===== src/rtl/mru_display_pkg.sv =====
// Shared definitions for the MRU display reader.
// Contents: the reader FSM state type, the blank and dash segment patterns,
// and the hex-to-7-segment glyph table.
// All segment patterns are active low, bit order {g,f,e,d,c,b,a}.
package mru_display_pkg;

  typedef enum logic [1:0] {
    IDLE    = 2'd0,
    REQUEST = 2'd1,
    CAPTURE = 2'd2,
    SHOW    = 2'd3
  } state_t;

  localparam logic [6:0] SEG_BLANK = 7'h7F;
  localparam logic [6:0] SEG_DASH  = 7'h3F;

  localparam logic [6:0] HEX_SEG [16] = '{
    7'h40, 7'h79, 7'h24, 7'h30,   // 0 1 2 3
    7'h19, 7'h12, 7'h02, 7'h78,   // 4 5 6 7
    7'h00, 7'h10, 7'h08, 7'h03,   // 8 9 A b
    7'h46, 7'h21, 7'h06, 7'h0E    // C d E F
  };

endpackage


===== src/rtl/hex_to_seg7.sv =====
// Combinational hex nibble to active-low 7-segment glyph.
// Ports:
//   nibble in  4  hex digit to show
//   seg    out 7  segments {g,f,e,d,c,b,a}, active low
module hex_to_seg7
  import mru_display_pkg::*;
(
  input  logic [3:0] nibble,
  output logic [6:0] seg
);

  assign seg = HEX_SEG[nibble];

endmodule


===== src/rtl/mru_display_reader.sv =====
// Read-side consumer of the MRU value buffer. Cycles through the occupied
// buffer slots, holding a read request long enough for the buffer to answer,
// captures {count, value}, and shows value, slot and count on a multiplexed
// 8-digit active-low 7-segment display.
//
// Optional build macro: MRU_DISPLAY_MANUAL_STEP_EN
//   defined   -> slots advance only on a synchronised rising edge of step
//                seen while in SHOW; SLOT_HOLD is ignored
//   undefined -> slots advance after SLOT_HOLD cycles; step is unused
//
// Ports:
//   clk        in   1  system clock
//   rst        in   1  asynchronous active-high reset
//   enable     in   1  run enable; low freezes all state
//   step       in   1  manual slot-advance button (manual-step build only)
//   req        out  1  read request to the buffer
//   idx        out 16  slot index to the buffer
//   resp       in  20  buffer response {count[3:0], value[15:0]}
//   an         out  8  digit anodes, active low
//   seg        out  7  segments a..g, active low
//   dp         out  1  decimal point, active low, lit on digit 4
//   slot_valid out  1  displayed slot is below the captured count
module mru_display_reader
  import mru_display_pkg::*;
#(
  parameter int unsigned BUF_SIZE    = 8,
  parameter int unsigned REQ_HOLD    = 100000002,
  parameter int unsigned SLOT_HOLD   = 200000000,
  parameter int unsigned REFRESH_DIV = 100000
) (
  input  logic        clk,
  input  logic        rst,
  input  logic        enable,
  input  logic        step,
  output logic        req,
  output logic [15:0] idx,
  input  logic [19:0] resp,
  output logic [7:0]  an,
  output logic [6:0]  seg,
  output logic        dp,
  output logic        slot_valid
);

  state_t      state, state_next;
  logic [31:0] timer;
  logic [2:0]  slot;
  logic [2:0]  idx_r;
  logic [15:0] value;
  logic [3:0]  count;
  logic        have_data;
  logic [31:0] ref_cnt;
  logic [2:0]  digit;

  logic        timer_clr, load_idx, capture, slot_adv, advance;

  // Slot arithmetic is done at 4 bits so slot+1 cannot wrap before the
  // comparison against the count.
  function automatic logic [2:0] next_slot(input logic [2:0] s, input logic [3:0] c);
    logic [3:0] n;
    n = {1'b0, s} + 4'd1;
    if (n >= c || 32'(n) == BUF_SIZE) return 3'd0;
    return n[2:0];
  endfunction

`ifdef MRU_DISPLAY_MANUAL_STEP_EN
  logic [2:0] step_sync;

  always_ff @(posedge clk or posedge rst) begin
    if (rst)         step_sync <= 3'b000;
    else if (enable) step_sync <= {step_sync[1:0], step};
  end

  assign advance = step_sync[1] & ~step_sync[2];
`else
  logic unused_step;
  assign unused_step = step;
  assign advance     = (timer == SLOT_HOLD - 1);
`endif

  always_ff @(posedge clk or posedge rst) begin
    if (rst)         state <= IDLE;
    else if (enable) state <= state_next;
  end

  always_comb begin
    state_next = state;
    timer_clr  = 1'b0;
    load_idx   = 1'b0;
    capture    = 1'b0;
    slot_adv   = 1'b0;
    req        = 1'b0;
    case (state)
      IDLE: begin
        load_idx   = 1'b1;
        timer_clr  = 1'b1;
        state_next = REQUEST;
      end
      REQUEST: begin
        req = 1'b1;
        if (timer == REQ_HOLD - 1) state_next = CAPTURE;
      end
      CAPTURE: begin
        capture    = 1'b1;
        timer_clr  = 1'b1;
        state_next = SHOW;
      end
      SHOW: begin
        if (advance) begin
          slot_adv   = 1'b1;
          state_next = IDLE;
        end
      end
      default: state_next = IDLE;
    endcase
  end

  always_ff @(posedge clk or posedge rst) begin
    if (rst) begin
      timer      <= '0;
      slot       <= '0;
      idx_r      <= '0;
      value      <= '0;
      count      <= '0;
      slot_valid <= 1'b0;
      have_data  <= 1'b0;
    end else if (enable) begin
      timer <= timer_clr ? 32'd0 : timer + 32'd1;
      if (load_idx) idx_r <= slot;
      if (capture) begin
        value      <= resp[15:0];
        count      <= resp[19:16];
        slot_valid <= ({1'b0, slot} < resp[19:16]);
        have_data  <= 1'b1;
      end
      if (slot_adv) slot <= next_slot(slot, count);
    end
  end

  assign idx = {13'd0, idx_r};

  // Display scan: one digit per REFRESH_DIV cycles, independent of the FSM.
  always_ff @(posedge clk or posedge rst) begin
    if (rst) begin
      ref_cnt <= '0;
      digit   <= '0;
    end else if (enable) begin
      if (ref_cnt == REFRESH_DIV - 1) begin
        ref_cnt <= '0;
        digit   <= digit + 3'd1;
      end else begin
        ref_cnt <= ref_cnt + 32'd1;
      end
    end
  end

  logic [3:0] nib;
  logic [6:0] glyph;
  logic       blank, dash;

  hex_to_seg7 u_hex (
    .nibble (nib),
    .seg    (glyph)
  );

  // Value digits stay blank until a first capture exists, and show dashes
  // when the captured count says the slot is empty.
  always_comb begin
    nib   = 4'd0;
    blank = 1'b0;
    dash  = 1'b0;
    case (digit)
      3'd0: nib = value[3:0];
      3'd1: nib = value[7:4];
      3'd2: nib = value[11:8];
      3'd3: nib = value[15:12];
      3'd4: nib = {1'b0, slot};
      3'd6: nib = count;
      default: blank = 1'b1;
    endcase
    if (digit < 3'd4) begin
      if (!have_data)       blank = 1'b1;
      else if (!slot_valid) dash  = 1'b1;
    end
  end

  assign seg = blank ? SEG_BLANK : (dash ? SEG_DASH : glyph);
  assign an  = ~(8'd1 << digit);
  assign dp  = (digit != 3'd4);

endmodule


===== config.mk =====
export PLATFORM = sky130hd
export DESIGN_NAME = mru_display_reader
export DESIGN_NICKNAME = d
export VERILOG_FILES = /design/src/rtl/mru_display_pkg.sv /design/src/rtl/hex_to_seg7.sv /design/src/rtl/mru_display_reader.sv
export SDC_FILE = /design/constraint.sdc
export NUM_CORES = 1
export LEC_CHECK = 0
export ABC_AREA = 1
export BUFFER_PORTS_ARGS = -buffer_cell sky130_fd_sc_hd__buf_2
export CAP_MARGIN = 20
export CORE_UTILIZATION = 30
export CTS_CLUSTER_DIAMETER = 80
export DETAILED_ROUTE_END_ITERATION = 8
export HOLD_SLACK_MARGIN = 0.02
export SETUP_SLACK_MARGIN = 0.02
export SLEW_MARGIN = 30
export SYNTH_ARGS = -nofsm -noshare
export SYNTH_HDL_FRONTEND = slang
export SYNTH_SLANG_ARGS = --single-unit

===== constraint.sdc =====
create_clock -name clk -period 3.61 [get_ports clk]
set_input_delay 0.5415 -clock clk [delete_from_list [all_inputs] [get_ports clk]]
set_output_delay 0.5415 -clock clk [all_outputs]
set_load 0.005 [all_outputs]

==> results of run 1 <==
==> metal layers <==
metal,vias up,GRT usage
met4,0,0.05619
met1,2610,0.2007
li1,2987,-
met3,18,0.02117
met2,94,0.2280
met5,-,0
==> per-stage QoR <==
stage | hold WS (ps) | utilization | area, sq um | std cells
floorplan | 442.0 | - | 6496 | 927
global placement | 453.9 | 0.3283 | 6900 | 1219
detailed placement | 464.9 | 0.3284 | 6903 | 1219
CTS | 353.7 | 0.3428 | 7206 | 1235
global route | 383.1 | 0.3433 | 7216 | 1235
finish | 305.0 | 0.3433 | 7216 | 1235
==> flip-flops by register name (all words and copies together), names as in the netlist <==
register,flops
ref_cnt,32
timer,32
value,16
count,4
digit,3
idx_r,3
slot,3
state,2
have_data,1
slot_valid,1
==> power groups by stage <==
stage               Clock (W)  Sequential [W]  Combinational (W)
detailed placement          0         0.00144           0.000941
global route          0.00106         0.00145            0.00109
global placement            0         0.00144           0.000928
floorplan                   0         0.00139           0.000704
finish               0.000990         0.00142           0.000931
CTS                   0.00103         0.00142           0.000944
==> layout by cell type (no fill, tap or decap), drive strengths merged, types with 4 or more instances in the layout <==
| cell | instances |
|---|---|
| nand3 | 77 |
| nor3 | 45 |
| dfrtp | 97 |
| a21oi | 19 |
| o21ai | 43 |
| clkbuf | 9 |
| nand4 | 28 |
| ha | 27 |
| xor2 | 19 |
| nand2 | 267 |
| conb | 13 |
| buf | 48 |
| nor4 | 4 |
| nor2 | 110 |
| inv | 128 |
==> worst max path at each step <==
stage	startpoint	endpoint	slack, ps	cells past startpoint
after floorplan	rst	count[0]	530	1
after global routing	digit[0]	seg[0]	70	14
final	digit[0]	seg[3]	340	14
after global placement	digit[0]	seg[3]	630	16
after CTS	digit[0]	seg[3]	160	16
after detailed placement	digit[0]	seg[3]	590	16
==> area by class of cell <==
cell class | count | area share
clock inverters | 7 | 0.01075
well taps | 275 | 0.04769
clock buffers | 9 | 0.03121
flip-flops and latches | 97 | 0.3364
repair buffers | 48 | 0.03503
inverters | 125 | 0.06572
multi-input cells | 674 | 0.4732
==> worst max-delay path, cell delays in order (launching register included) <==
cell and delay [ps]:
dfrtp_1 450, ha_1 260, ha_1 260, nand2_1 90
nand2_1 50, nor2_1 130, nand2_1 70, nand2_1 170
inv_1 110, ha_1 300, o21ai_1 170, inv_1 60
nand2_1 50, nand3_1 50, buf_2 140
==> cell families (layout without fill, tap and decap cells) <==
| family | count (synthesis) | after routing | share of synthesized area |
|---|---|---|---|
| AND/OR/NAND/NOR | 537 | 537 | 0.3718 |
| buffers and inverters | 156 | 189 | 0.1030 |
| flip-flops | 97 | 97 | 0.3763 |
| AO/OA/AOI/OAI | 75 | 75 | 0.06614 |
| adder cells (fa/ha/maj) | 27 | 27 | 0.05237 |
| XOR/XNOR | 22 | 22 | 0.02987 |
| other | 1 | 13 | 0.0005813 |
==> timing repair <==
action,4_1_cts,5_1_grt
setup buffers,0,0
gates resized for setup,0,5
endpoints found under the hold margin,0,0
endpoints found under the setup margin,0,5
hold buffers,0,0
==> results_dict.tcl, run 1 <==
set metrics [dict create \
    portBuffers 43 \
    p_clk_frac 0.297 \
    syn_avg_cell_area_sq_um 7.050 \
    rsz0062_at_grt "no" \
    wl_met1_microns 7578 \
    clk_pin_slew_ps 70 \
    finalCritPeriodShare 0.9054 \
    setup-violations-final 0 \
    final_nets 1006 \
    detail_route.iter0.violations 301 \
    multi_input_area_sq_um 3415 \
    grt-ovfl-total 0 \
    critPathCaptureType "output pin" \
    regToRegStartpoint "state[0]" \
    nFillCells 2261 \
    vias 5709 \
    ctsRootBufferMaster "clkbuf_16" \
    synth_cell_type_count 44 \
    areaGrowthSynthToFinish_pct 11.85 \
    ant_nets 0 \
    p_int_w 0.002154 \
    min_period_ps 3269 \
    core_area_sq_um 21020 \
    drc 0 \
    synth_most_common_cell "nand2_1" \
    p_sw_w 0.001185 \
    synth_area_leaders "dfrtp_1 (38%), nand2_1 (15%), inv_1 (6.9%)" \
    maxCapViolCount 0 \
    die_w_microns 148.6 \
    ir_drop_mv 0.2884 \
    synth_seq_cells 97 \
    rr_endpoint "timer[20]" \
    antenna_found_initial 0 \
    via_per_inst 4.623 \
    wl_met3_microns 521 \
    synth_top_cell_area_share 0.3763 \
    p_sw_frac 0.3550 \
    register_area_sq_um 2427 \
    place_congestion 0.8638 \
    drt-pass1-iter-count 5 \
    fp-row-count 53 \
    die_h_microns 148.6 \
    grt_pass1_vias 5449 \
    combPwrFrac 0.279 \
    grt_use_total 0.1453 \
    required_ps 3070 \
    power_leakage_nw 3.494 \
    drv_slew 0 \
    cts_num_sinks 97 \
    worstMarginPinSlew_ps 715.6 \
    ios 58 \
    grt_start_max_net_pins 80 \
    initial_core_util 0.3069 \
    cts_tree "yes" \
    synth_common_cells "nand2_1 (260), inv_1 (118), dfrtp_1 (97), nor2_1 (97), nand3_1 (73)" \
    ys.flop_type "dfrtp_1" \
    reg2reg_depth 8 \
    dieArea_sq_um 22090 \
    postLayoutSetupSlackWorst_ps 341.5 \
    tns_ps 0 \
    syn_area_sq_um 6451 \
    worstSetupStartpointType "register" \
    clk_latency_ps 350 \
    final_layout_size_suffix_gt1_frac 0.1125 \
    synth_largest_area_cell "dfrtp_1" \
    clock_path_buffers 2 \
    wire_per_inst_microns 12.20 \
    slew_headroom 0.5229 \
    crit_type "register to output pin" \
    synth_edf_count 0 \
    synth_cells 915 \
    ys_warn_count 0 \
    diodes 0 \
    cellPowerDensity_nw_per_um2 462.7 \
    hold_violations 0 \
    total_power_w 0.003339 \
    top_layer "met4" \
    htree_levels 3 \
    cp.arrival_ps 2730 \
    fin_skew_ps 6.635 \
    status "finished, final reports clean" \
    pre_cts_ws_ps 587.6 \
    grt_pass1_wl_microns 26090 \
    timing.fmax_ghz 0.3059 \
    p_seq_frac 0.424 \
    dr_wl_met2_microns 6684 \
    dp_hpwl_microns 11460 \
    critPathMaxFanout 6 \
    ff2ff_setup_slack_ps 1400 \
    cts_buffers 9 \
    routed_wl_microns 15070 \
    synthArstFlopShare 1.000 \
    hp-class "input pin to async pin" \
    ys_seq_area_frac 0.3763 \
]
(Power assumes the default switching activity.)
==> run 2: changes to the inputs <==
--- a/config.mk
+++ b/config.mk
@@ -8,10 +8,12 @@
 export ABC_AREA = 1
 export BUFFER_PORTS_ARGS = -buffer_cell sky130_fd_sc_hd__buf_2
 export CAP_MARGIN = 20
+export CORE_MARGIN = 3
 export CORE_UTILIZATION = 30
 export CTS_CLUSTER_DIAMETER = 80
 export DETAILED_ROUTE_END_ITERATION = 8
 export HOLD_SLACK_MARGIN = 0.02
+export MAX_ROUTING_LAYER = met4
 export SETUP_SLACK_MARGIN = 0.02
 export SLEW_MARGIN = 30
 export SYNTH_ARGS = -nofsm -noshare
==> run 2 against run 1 <==
Net effect: non-clock buffer count unchanged; combinational power increased by 2%; die area increased by 5.5%; routed wire length increased by 2.8%; clock skew increased by 1.2 ps; largest cell class unchanged; highest routed layer unchanged.
==> results_dict.tcl, run 2 (same netlist as run 1, synthesis figures left out) <==
set metrics [dict create \
    cp_common_cell "nand2_1" \
    cts_tree "yes" \
    slew_headroom 0.4870 \
    grt_pass1_vias 5367 \
    layout_common_cells "nand2_1 (260), inv_1 (117), dfrtp_1 (97)" \
    fin_area_sq_um 7207 \
    detail_route.iter0.violations 368 \
    hold_violations 0 \
    drv_slew 0 \
    drc 0 \
    portBuffers 43 \
    wire_per_inst_microns 12.54 \
    power_leakage_nw 3.487 \
    final_layout_size_suffix_gt1_frac 0.1094 \
    status "finished, final reports clean" \
    required_ps 3070 \
    layout_commonest_cell "nand2_1" \
    timing.fmax_ghz 0.3006 \
    final_nets 1006 \
    critPathCaptureType "output pin" \
    reg.largest.list "ref_cnt (32), timer (32), value (16)" \
    cts_buffers 9 \
    areaGrowthSynthToFinish_pct 11.71 \
    critPathMaxFanout 6 \
    clock_path_buffers 2 \
    worstSetupStartpointType "register" \
    hp-class "input pin to async pin" \
    initial_core_util 0.3059 \
    via_per_inst 4.668 \
    ir_drop_mv 0.2135 \
    clk_pin_slew_ps 70 \
    setup-violations-final 0 \
    finalCritPeriodShare 0.9215 \
    cp.arrival_ps 2790 \
    routed_wl_microns 15490 \
    post-cts-setup-buffers 0 \
    crit_type "register to output pin" \
    cts_num_sinks 97 \
    crit_slowest_cell "dfrtp_1" \
    cts-hold-fix-buffers 0 \
    min_period_ps 3327 \
    cpPeakStageDelay_ps 450 \
    die_w_microns 152.6 \
    drt-pass1-iter-count 5 \
    crit_path_cell_trace "ha_1, ha_1, nand2_1, nand2_1, nor2_1, nand2_1, nand2_1, inv_1, ha_1, o21ai_1, inv_1, nand2_1, nand3_1, buf_2" \
    place_congestion 0.8761 \
    grt_pass1_wl_microns 26210 \
    antenna_found_initial 0 \
    grt_use_total 0.1377 \
    grt-ovfl-total 0 \
    worstMarginPinSlew_ps 769.5 \
    fp-row-count 53 \
    total_power_w 0.003364 \
    vias 5765 \
    diodes 0 \
    cellPowerDensity_nw_per_um2 466.8 \
    maxCapViolCount 0 \
    placed_area_sq_um 6900 \
    dieArea_sq_um 23300 \
    ctsRootBufferMaster "clkbuf_16" \
    rsz0062_at_grt "no" \
    clk_latency_ps 350 \
    ios 58 \
    timing.hold.ws_ps 301.3 \
    ff2ff_setup_slack_ps 1350 \
    htree_levels 3 \
    grt_start_max_net_pins 59 \
    tns_ps 0 \
    fin_skew_ps 7.824 \
    ant_nets 0 \
    dp_hpwl_microns 11700 \
    die_h_microns 152.6 \
    core_area_sq_um 21090 \
]
## run 2: final cells by class
cell class,count,area (sq um)
fill,2273,13880
multi-input combinational,674,3410
sequential,97,2427
inverter,125,471.7
tap,275,344.1
timing repair buffer,48,252.7
clock buffer,10,229.0
clock inverter,6,72.57
## run 2: path summary, 6_finish.rpt
path / cells after the start / to / start
setup / recovery: 14 / seg[3] / digit[0]
min in group clk: 3 / value[14] / resp[14]
setup reg to reg: 8 / timer[20] / state[0]
max in group asynchronous: 3 / value[4] / rst
hold reg to reg: 2 / have_data / have_data
hold / removal: 2 / timer[1] / rst
## run 2: worst max-delay path, delay by kind of cell (launching register included)
| family | cells | cell delay (ps) |
|---|---|---|
| adders and majority gates | 3 | 830 |
| and+or+nand+nor | 7 | 660 |
| DFF | 1 | 450 |
| buffers and inverters | 3 | 320 |
| AOI/OAI and AO/OA | 1 | 180 |
## run 2: where the power goes
part / leakage [nW] / internal, W / total [W] / switching [W]
registers: 1.24 / 0.00127 / 0.00142 / 0.000152
logic: 2.10 / 0.000340 / 0.000945 / 0.000606
clock network: 0.144 / 0.000547 / 0.000998 / 0.000452
total: 3.49 / 0.00215 / 0.00336 / 0.00121
## run 2: through the flow
step / util / worst slack [ps] / instances
6_report: 0.3418 / 283.4 / 1235
5_1_grt: 0.3418 / 89.75 / 1235
4_1_cts: 0.3415 / 161.5 / 1235
3_5_place_dp: 0.3272 / 566.5 / 1219
3_3_place_gp: 0.3272 / 656.3 / 1219
2_1_floorplan: - / 534.8 / 927
## run 2: per-layer routing
| metal | share of wire | vias up | GRT usage |
|---|---|---|---|
| li1 | - | 2983 | - |
| met1 | 0.50 | 2659 | 0.1882 |
| met2 | 0.44 | 109 | 0.2076 |
| met3 | 0.042 | 14 | 0.02187 |
| met4 | 0.017 | 0 | 0.04837 |
| met5 | 0 | - | - |
## run 2: repair_timing
| item | CTS | global route |
|---|---|---|
| endpoints found under the hold margin | 0 | 0 |
| gates resized for setup | 0 | 3 |
| endpoints found under the setup margin | 0 | 3 |
